[src/rtl/mem_arbiter_pkg.sv]
// Shared definitions for the memory arbiter and the cache fill FSMs.
package mem_pkg;

  localparam int unsigned WORD_W         = 16;
  localparam int unsigned LINE_WORDS_DEF = 8;

  typedef enum logic [1:0] {
    IDLE    = 2'd0,
    I_FILL  = 2'd1,
    D_FILL  = 2'd2,
    D_WRITE = 2'd3
  } arb_state_e;

  // Owner of the most recent line fill, used to alternate on I/D ties.
  typedef enum logic {
    OWNER_I = 1'b0,
    OWNER_D = 1'b1
  } fill_owner_e;

  // Counter width that can hold 0..words without wrapping.
  function automatic int unsigned cnt_width(input int unsigned words);
    return $clog2(words) + 1;
  endfunction

endpackage

[src/rtl/mem_arbiter_if.sv]
// Cache-side requests, memory command/response and routed results.
interface mem_arbiter_if;
  import mem_pkg::*;

  logic              i_req;
  logic [WORD_W-1:0] i_addr;
  logic              d_req;
  logic [WORD_W-1:0] d_addr;
  logic              d_wrt;
  logic [WORD_W-1:0] d_wdata;
  logic [WORD_W-1:0] mem_data;
  logic              mem_data_vld;

  logic              mem_en;
  logic              mem_wr;
  logic [WORD_W-1:0] mem_addr;
  logic [WORD_W-1:0] mem_wdata;
  logic              i_grant;
  logic              d_grant;
  logic              i_data_vld;
  logic              d_data_vld;
  logic [WORD_W-1:0] rdata;
  logic              d_wr_done;

  // Arbiter side.
  modport slave (
    input  i_req, i_addr, d_req, d_addr, d_wrt, d_wdata, mem_data, mem_data_vld,
    output mem_en, mem_wr, mem_addr, mem_wdata, i_grant, d_grant,
           i_data_vld, d_data_vld, rdata, d_wr_done
  );

  // Caches and memory side.
  modport master (
    output i_req, i_addr, d_req, d_addr, d_wrt, d_wdata, mem_data, mem_data_vld,
    input  mem_en, mem_wr, mem_addr, mem_wdata, i_grant, d_grant,
           i_data_vld, d_data_vld, rdata, d_wr_done
  );

endinterface

[src/rtl/mem_arbiter_counter.sv]
// Saturating up-counter with synchronous clear; clear wins over increment.
module arb_counter #(
  parameter int unsigned MAX = 8,
  parameter int unsigned W   = $clog2(MAX) + 1
) (
  input  logic         clk,
  input  logic         rst,
  input  logic         clr,
  input  logic         inc,
  output logic [W-1:0] cnt
);

  // Count up to MAX and hold there until cleared.
  always_ff @(posedge clk) begin
    if (rst || clr) begin
      cnt <= '0;
    end else if (inc && (cnt < W'(MAX))) begin
      cnt <= cnt + 1'b1;
    end
  end

endmodule

[src/rtl/mem_arbiter.sv]
// Arbitrates a single memory port between I-cache fills, D-cache fills and
// D-cache write-throughs. Read latency is not tracked; fills end on the
// LINE_WORDS-th returned beat.
module mem_arbiter
  import mem_pkg::*;
#(
  parameter int unsigned MEM_LATENCY = 4,
  parameter int unsigned LINE_WORDS  = LINE_WORDS_DEF
) (
  input logic          clk,
  input logic          rst,
  mem_arbiter_if.slave bus
);

  localparam int unsigned CW = cnt_width(LINE_WORDS);

  if (MEM_LATENCY < 1) begin : g_bad_latency
    $error("mem_arbiter: MEM_LATENCY must be at least 1");
  end
  if (LINE_WORDS < 1) begin : g_bad_line
    $error("mem_arbiter: LINE_WORDS must be at least 1");
  end

  arb_state_e        state;
  fill_owner_e       last_owner;
  logic              i_grant_q;
  logic              d_grant_q;
  logic              wr_q;

  logic [CW-1:0]     issue_cnt;
  logic [CW-1:0]     ret_cnt;
  logic              in_fill;
  logic              owner_req;
  logic [WORD_W-1:0] owner_addr;
  logic              rd_fwd;
  logic              beat;
  logic              last_beat;

  // Fill bookkeeping: which requester is served and whether a read goes out.
  always_comb begin
    in_fill    = (state == I_FILL) || (state == D_FILL);
    owner_req  = (state == I_FILL) ? bus.i_req  : bus.d_req;
    owner_addr = (state == I_FILL) ? bus.i_addr : bus.d_addr;
    rd_fwd     = in_fill && owner_req && (issue_cnt < CW'(LINE_WORDS));
    beat       = in_fill && bus.mem_data_vld;
    last_beat  = beat && (ret_cnt == CW'(LINE_WORDS - 1));
  end

  arb_counter #(.MAX(LINE_WORDS), .W(CW)) u_issue_cnt (
    .clk (clk),
    .rst (rst),
    .clr (last_beat),
    .inc (rd_fwd),
    .cnt (issue_cnt)
  );

  arb_counter #(.MAX(LINE_WORDS), .W(CW)) u_ret_cnt (
    .clk (clk),
    .rst (rst),
    .clr (last_beat),
    .inc (beat),
    .cnt (ret_cnt)
  );

  // Arbitration FSM with registered grant and write-strobe outputs.
  always_ff @(posedge clk) begin
    if (rst) begin
      state      <= IDLE;
      last_owner <= OWNER_I;
      i_grant_q  <= 1'b0;
      d_grant_q  <= 1'b0;
      wr_q       <= 1'b0;
    end else begin
      case (state)
        IDLE: begin
          if (bus.d_wrt) begin
            state     <= D_WRITE;
            d_grant_q <= 1'b1;
            wr_q      <= 1'b1;
          end else if (bus.d_req && (!bus.i_req || (last_owner == OWNER_I))) begin
            state      <= D_FILL;
            d_grant_q  <= 1'b1;
            last_owner <= OWNER_D;
          end else if (bus.i_req) begin
            state      <= I_FILL;
            i_grant_q  <= 1'b1;
            last_owner <= OWNER_I;
          end
        end
        D_WRITE: begin
          state     <= IDLE;
          d_grant_q <= 1'b0;
          wr_q      <= 1'b0;
        end
        I_FILL, D_FILL: begin
          if (last_beat) begin
            state     <= IDLE;
            i_grant_q <= 1'b0;
            d_grant_q <= 1'b0;
          end
        end
        default: begin
          state     <= IDLE;
          i_grant_q <= 1'b0;
          d_grant_q <= 1'b0;
          wr_q      <= 1'b0;
        end
      endcase
    end
  end

  // Memory command and routed response; returns outside a fill are dropped.
  always_comb begin
    bus.mem_en     = wr_q || rd_fwd;
    bus.mem_wr     = wr_q;
    bus.mem_addr   = wr_q ? bus.d_addr : (in_fill ? owner_addr : '0);
    bus.mem_wdata  = wr_q ? bus.d_wdata : '0;
    bus.i_grant    = i_grant_q;
    bus.d_grant    = d_grant_q;
    bus.i_data_vld = bus.mem_data_vld && (state == I_FILL);
    bus.d_data_vld = bus.mem_data_vld && (state == D_FILL);
    bus.rdata      = bus.mem_data;
    bus.d_wr_done  = wr_q;
  end

endmodule

[src/flat_wrapper.sv]
// flat-port wrapper written by rule: the top's interface ports become plain ports
module mem_arbiter_flat import mem_pkg::*;
#(
  parameter int unsigned MEM_LATENCY = 4,
  parameter int unsigned LINE_WORDS  = LINE_WORDS_DEF
)
  (clk, rst, bus_i_req, bus_i_addr, bus_d_req, bus_d_addr, bus_d_wrt, bus_d_wdata, bus_mem_data, bus_mem_data_vld, bus_mem_en, bus_mem_wr, bus_mem_addr, bus_mem_wdata, bus_i_grant, bus_d_grant, bus_i_data_vld, bus_d_data_vld, bus_rdata, bus_d_wr_done);
  mem_arbiter_if bus_i ();
  input logic clk;
  input logic rst;
  input wire logic [$bits(bus_i.i_req)-1:0] bus_i_req;
  input wire logic [$bits(bus_i.i_addr)-1:0] bus_i_addr;
  input wire logic [$bits(bus_i.d_req)-1:0] bus_d_req;
  input wire logic [$bits(bus_i.d_addr)-1:0] bus_d_addr;
  input wire logic [$bits(bus_i.d_wrt)-1:0] bus_d_wrt;
  input wire logic [$bits(bus_i.d_wdata)-1:0] bus_d_wdata;
  input wire logic [$bits(bus_i.mem_data)-1:0] bus_mem_data;
  input wire logic [$bits(bus_i.mem_data_vld)-1:0] bus_mem_data_vld;
  output wire logic [$bits(bus_i.mem_en)-1:0] bus_mem_en;
  output wire logic [$bits(bus_i.mem_wr)-1:0] bus_mem_wr;
  output wire logic [$bits(bus_i.mem_addr)-1:0] bus_mem_addr;
  output wire logic [$bits(bus_i.mem_wdata)-1:0] bus_mem_wdata;
  output wire logic [$bits(bus_i.i_grant)-1:0] bus_i_grant;
  output wire logic [$bits(bus_i.d_grant)-1:0] bus_d_grant;
  output wire logic [$bits(bus_i.i_data_vld)-1:0] bus_i_data_vld;
  output wire logic [$bits(bus_i.d_data_vld)-1:0] bus_d_data_vld;
  output wire logic [$bits(bus_i.rdata)-1:0] bus_rdata;
  output wire logic [$bits(bus_i.d_wr_done)-1:0] bus_d_wr_done;
  assign bus_i.i_req = bus_i_req;
  assign bus_i.i_addr = bus_i_addr;
  assign bus_i.d_req = bus_d_req;
  assign bus_i.d_addr = bus_d_addr;
  assign bus_i.d_wrt = bus_d_wrt;
  assign bus_i.d_wdata = bus_d_wdata;
  assign bus_i.mem_data = bus_mem_data;
  assign bus_i.mem_data_vld = bus_mem_data_vld;
  assign bus_mem_en = bus_i.mem_en;
  assign bus_mem_wr = bus_i.mem_wr;
  assign bus_mem_addr = bus_i.mem_addr;
  assign bus_mem_wdata = bus_i.mem_wdata;
  assign bus_i_grant = bus_i.i_grant;
  assign bus_d_grant = bus_i.d_grant;
  assign bus_i_data_vld = bus_i.i_data_vld;
  assign bus_d_data_vld = bus_i.d_data_vld;
  assign bus_rdata = bus_i.rdata;
  assign bus_d_wr_done = bus_i.d_wr_done;
  mem_arbiter #(.MEM_LATENCY(MEM_LATENCY), .LINE_WORDS(LINE_WORDS)) u_core (.clk(clk), .rst(rst), .bus(bus_i));
endmodule
[config.mk]
export PLATFORM = sky130hd
export DESIGN_NAME = mem_arbiter_flat
export DESIGN_NICKNAME = d
export VERILOG_FILES = /design/src/rtl/mem_arbiter_pkg.sv /design/src/rtl/mem_arbiter_if.sv /design/src/rtl/mem_arbiter_counter.sv /design/src/rtl/mem_arbiter.sv /design/src/flat_wrapper.sv
export SDC_FILE = /design/constraint.sdc
export NUM_CORES = 1
export LEC_CHECK = 0
export ABC_CLOCK_PERIOD_IN_PS = 4600
export CAP_MARGIN = 20
export CORE_MARGIN = 1.5
export CORE_UTILIZATION = 23
export DETAILED_ROUTE_END_ITERATION = 10
export PLACE_DENSITY = 0.62
export SETUP_SLACK_MARGIN = 0.5
export SYNTH_ARGS = -nofsm -noshare
export SYNTH_HDL_FRONTEND = slang
export SYNTH_SLANG_ARGS = --single-unit
[constraint.sdc]
create_clock -name clk -period 4.6 [get_ports clk]
set_clock_uncertainty 0.05 [all_clocks]
set_input_delay 0.92 -clock clk [delete_from_list [all_inputs] [get_ports clk]]
set_output_delay 0.92 -clock clk [all_outputs]
set_load 0.05 [all_outputs]
==> results.ini <==
[timing]
worstMarginPinSlew_ns=0.646
maxSlewHeadroom=0.569
fmaxAchievable_ghz=0.269
period_share=0.807
setup_violations=0
setup_tns_ns=0
slew_viol_final=0
rsz0062_at_grt=false
hold_violations=0
fin_crit_ns=3.71

[run_status]
status=finished clean

[placed_design]
port_buffers=92
post_dp_cell_area_mm2=0.00212
dpl.hpwl_um=3060
gp_congestion=0.809

[synthesis]
ys_top_cells_by_area=dfxtp_1 (22%), buf_4 (11%), nand2_1 (9.7%)
synth_warnings=0
syn-num-nets=255
syn_inst=178
yosysTopAreaCell=dfxtp_1
avgSynthCellArea_um2=7.16
ys_ff_latch=14
synth_area_mm2=0.00127
ys_seq_area_frac=0.220
yosysTopAreaCellShare=0.220
synthDistinctLibCells=36

[grt]
grt_pass1_wl_um=6400
grt_max_degree=24
grt_usage=0.131
antenna_found_initial=0
grt_pass1_vias=1388
grt-ovfl-total=0

[pwr]
cellPowerDensity_mw_per_mm2=614
intPower_mw=0.584
power_frac_clock=0.094
p_comb_frac=0.766
p_leak_nw=0.862
switchingPower_mw=0.751
max-vdd-ir-drop_mv=0.297
netSwitchingFraction=0.563
power_frac_seq=0.140

[clocking]
root_buffer=clkbuf_8
clkLatencyLatePin_ns=0.25
cts_resized=0
cts_tree=built
cts_made_buffers=3
clock-sinks=14
clkTransAtPathRegs_ns=0.06
cts_hold_buffers=0
cts_setup_buffers=0
clk_path_buf_depth=2
htreeDepth=1

[floorplan]
die_h_um=77.5
pin_count=125
placeableCoreArea_mm2=0.00524
dieWidth_um=77.5
num_rows=26
dieArea_mm2=0.00600
start_util=0.243

[drt]
ant_nets=0
detail_route.wl_per_cell_um=12.3
drc_errors=0
met2_length_um=1930
viasPerCell=4.39
drt_iter0_markers=61
top_layer=met4
drtPass1Iterations=4
drt-met1-wl_um=1630
routed_wl_um=3910
routed-via-count=1399
wl_met3_um=246

[layout]
fillers=534
diodes=0
drive_above_1_share=0.0402
area_delta_synth_final_pct=70.6
fin_nets=327
stdcell_area_mm2=0.00217

[setup_path]
critPathKind=register to output port
cp-start-kind=register
critical_path.max_fanout=23
worst_ep_required_time_ns=3.63
cp-end-kind=output port
worstPathArrival_ns=2.74
worstRegToRegCells=5

[job]
cap_violations=0

[min_path]
min_path_type=register to register
holdPathStages=2

## power by group through the flow
stage / clock network [mW] / logic, mW / registers, mW
finish: 0.126 / 1.02 / 0.187
global route: 0.130 / 1.09 / 0.194
CTS: 0.126 / 1.04 / 0.187
detailed placement: 0 / 1.03 / 0.190
global placement: 0 / 1.03 / 0.190
floorplan: 0 / 0.730 / 0.203
## synth_stat cells, drive strengths merged
cell type   n
a21bo       1
a31o        1
a311oi      1
nand4b      2
mux2i       5
nand3b      2
nor2        7
a31oi       3
a21oi      21
ha          7
a22oi       2
nand2      33
inv         5
and2       18
and3        2
or3         2
xor2        1
clkbuf      2
a21o        2
mux2        1
nand2b      7
nand3       2
dfxtp      14
o21ai       5
nor2b       4
o21bai      2
xnor2       1
buf        24
nand4       1
## metrics by stage
step	setup WS, ns	total power [mW]	std cells	util	hold slack (ns)
after global routing	0.601	1.42	319	0.415	0.470
after detailed placement	0.996	1.22	315	0.405	0.414
after CTS	0.812	1.35	319	0.415	0.431
final	0.888	1.34	319	0.415	0.426
after floorplan	1.64	0.933	178	-	0.404
after global placement	1.01	1.22	315	0.405	0.418
## kinds of logic (layout without fill, tap and decap cells)
group / count (synthesis) / after routing / share of synthesized area
simple gates: 80 / 80 / 0.321
compound gates: 38 / 38 / 0.180
buf+inv: 31 / 102 / 0.149
flops: 14 / 14 / 0.220
fa+ha+maj: 7 / 7 / 0.0687
mux: 6 / 6 / 0.0481
xor+xnor: 2 / 2 / 0.0137
## path summary, 6_finish.rpt
check | to | from | slack (ns)
max | bus_mem_addr[13] | u_core.bus.d_wr_done$_SDFFE_PP0P_ | 0.89
min | u_core.bus.d_grant$_SDFFE_PP0P_ | u_core.bus.d_grant$_SDFFE_PP0P_ | 0.43
max reg2reg | u_core.u_ret_cnt.cnt[1]$_SDFFE_PP0P_ | u_core.state[1]$_SDFFE_PP0P_ | 2.71
min reg2reg | u_core.bus.d_grant$_SDFFE_PP0P_ | u_core.bus.d_grant$_SDFFE_PP0P_ | 0.43
## sequential cells by signal, indices dropped and copies added (netlist names)
name,flops
u_core.bus.d_grant,1
u_core.bus.d_wr_done,1
u_core.last_owner,1
u_core.state,2
u_core.u_issue_cnt.cnt,4
u_core.bus.i_grant,1
u_core.u_ret_cnt.cnt,4
## cell type report
cell class | instances | area (um^2) | share of cell area
Inverter | 5 | 18.8 | 0.00863
Multi-Input combinational cell | 133 | 805 | 0.370
Timing Repair Buffer | 93 | 928 | 0.427
Clock buffer | 4 | 55.1 | 0.0253
Sequential cell | 14 | 280 | 0.129
Tap cell | 70 | 87.6 | 0.0403
## placed cells by master, fill, tap and decap left out, drive strengths merged
master / synthesis / layout
inv: 5 / 5
nand2: 33 / 33
o21bai: 2 / 2
clkdlybuf4s50: 0 / 92
dfxtp: 14 / 14
a21bo: 1 / 1
a31o: 1 / 1
nand3b: 2 / 2
a21oi: 21 / 21
nand2b: 7 / 7
and3: 2 / 2
xor2: 1 / 1
o21ai: 5 / 5
a31oi: 3 / 3
xnor2: 1 / 1
nand4: 1 / 1
ha: 7 / 7
mux2: 1 / 1
nand4b: 2 / 2
nor2b: 4 / 4
nand3: 2 / 2
a311oi: 1 / 1
mux2i: 5 / 5
or3: 2 / 2
a21o: 2 / 2
a22oi: 2 / 2
and2: 18 / 18
clkbuf: 2 / 4
nor2: 7 / 7
buf: 24 / 1
## per-layer routing
metal | GRT usage | vias up
li1 | - | 716
met1 | 0.150 | 618
met2 | 0.237 | 54
met3 | 0.0224 | 11
met4 | 0.0582 | 0
met5 | 0 | -
## critical path, stage by stage (launching register included)
cell and delay, ns:
dfxtp_1 0.73, nand2b_1 0.58, nand2_1 0.12, a21oi_1 0.22, clkdlybuf4s50_1 0.84
Note: power is estimated with default switching activity, not from simulation.
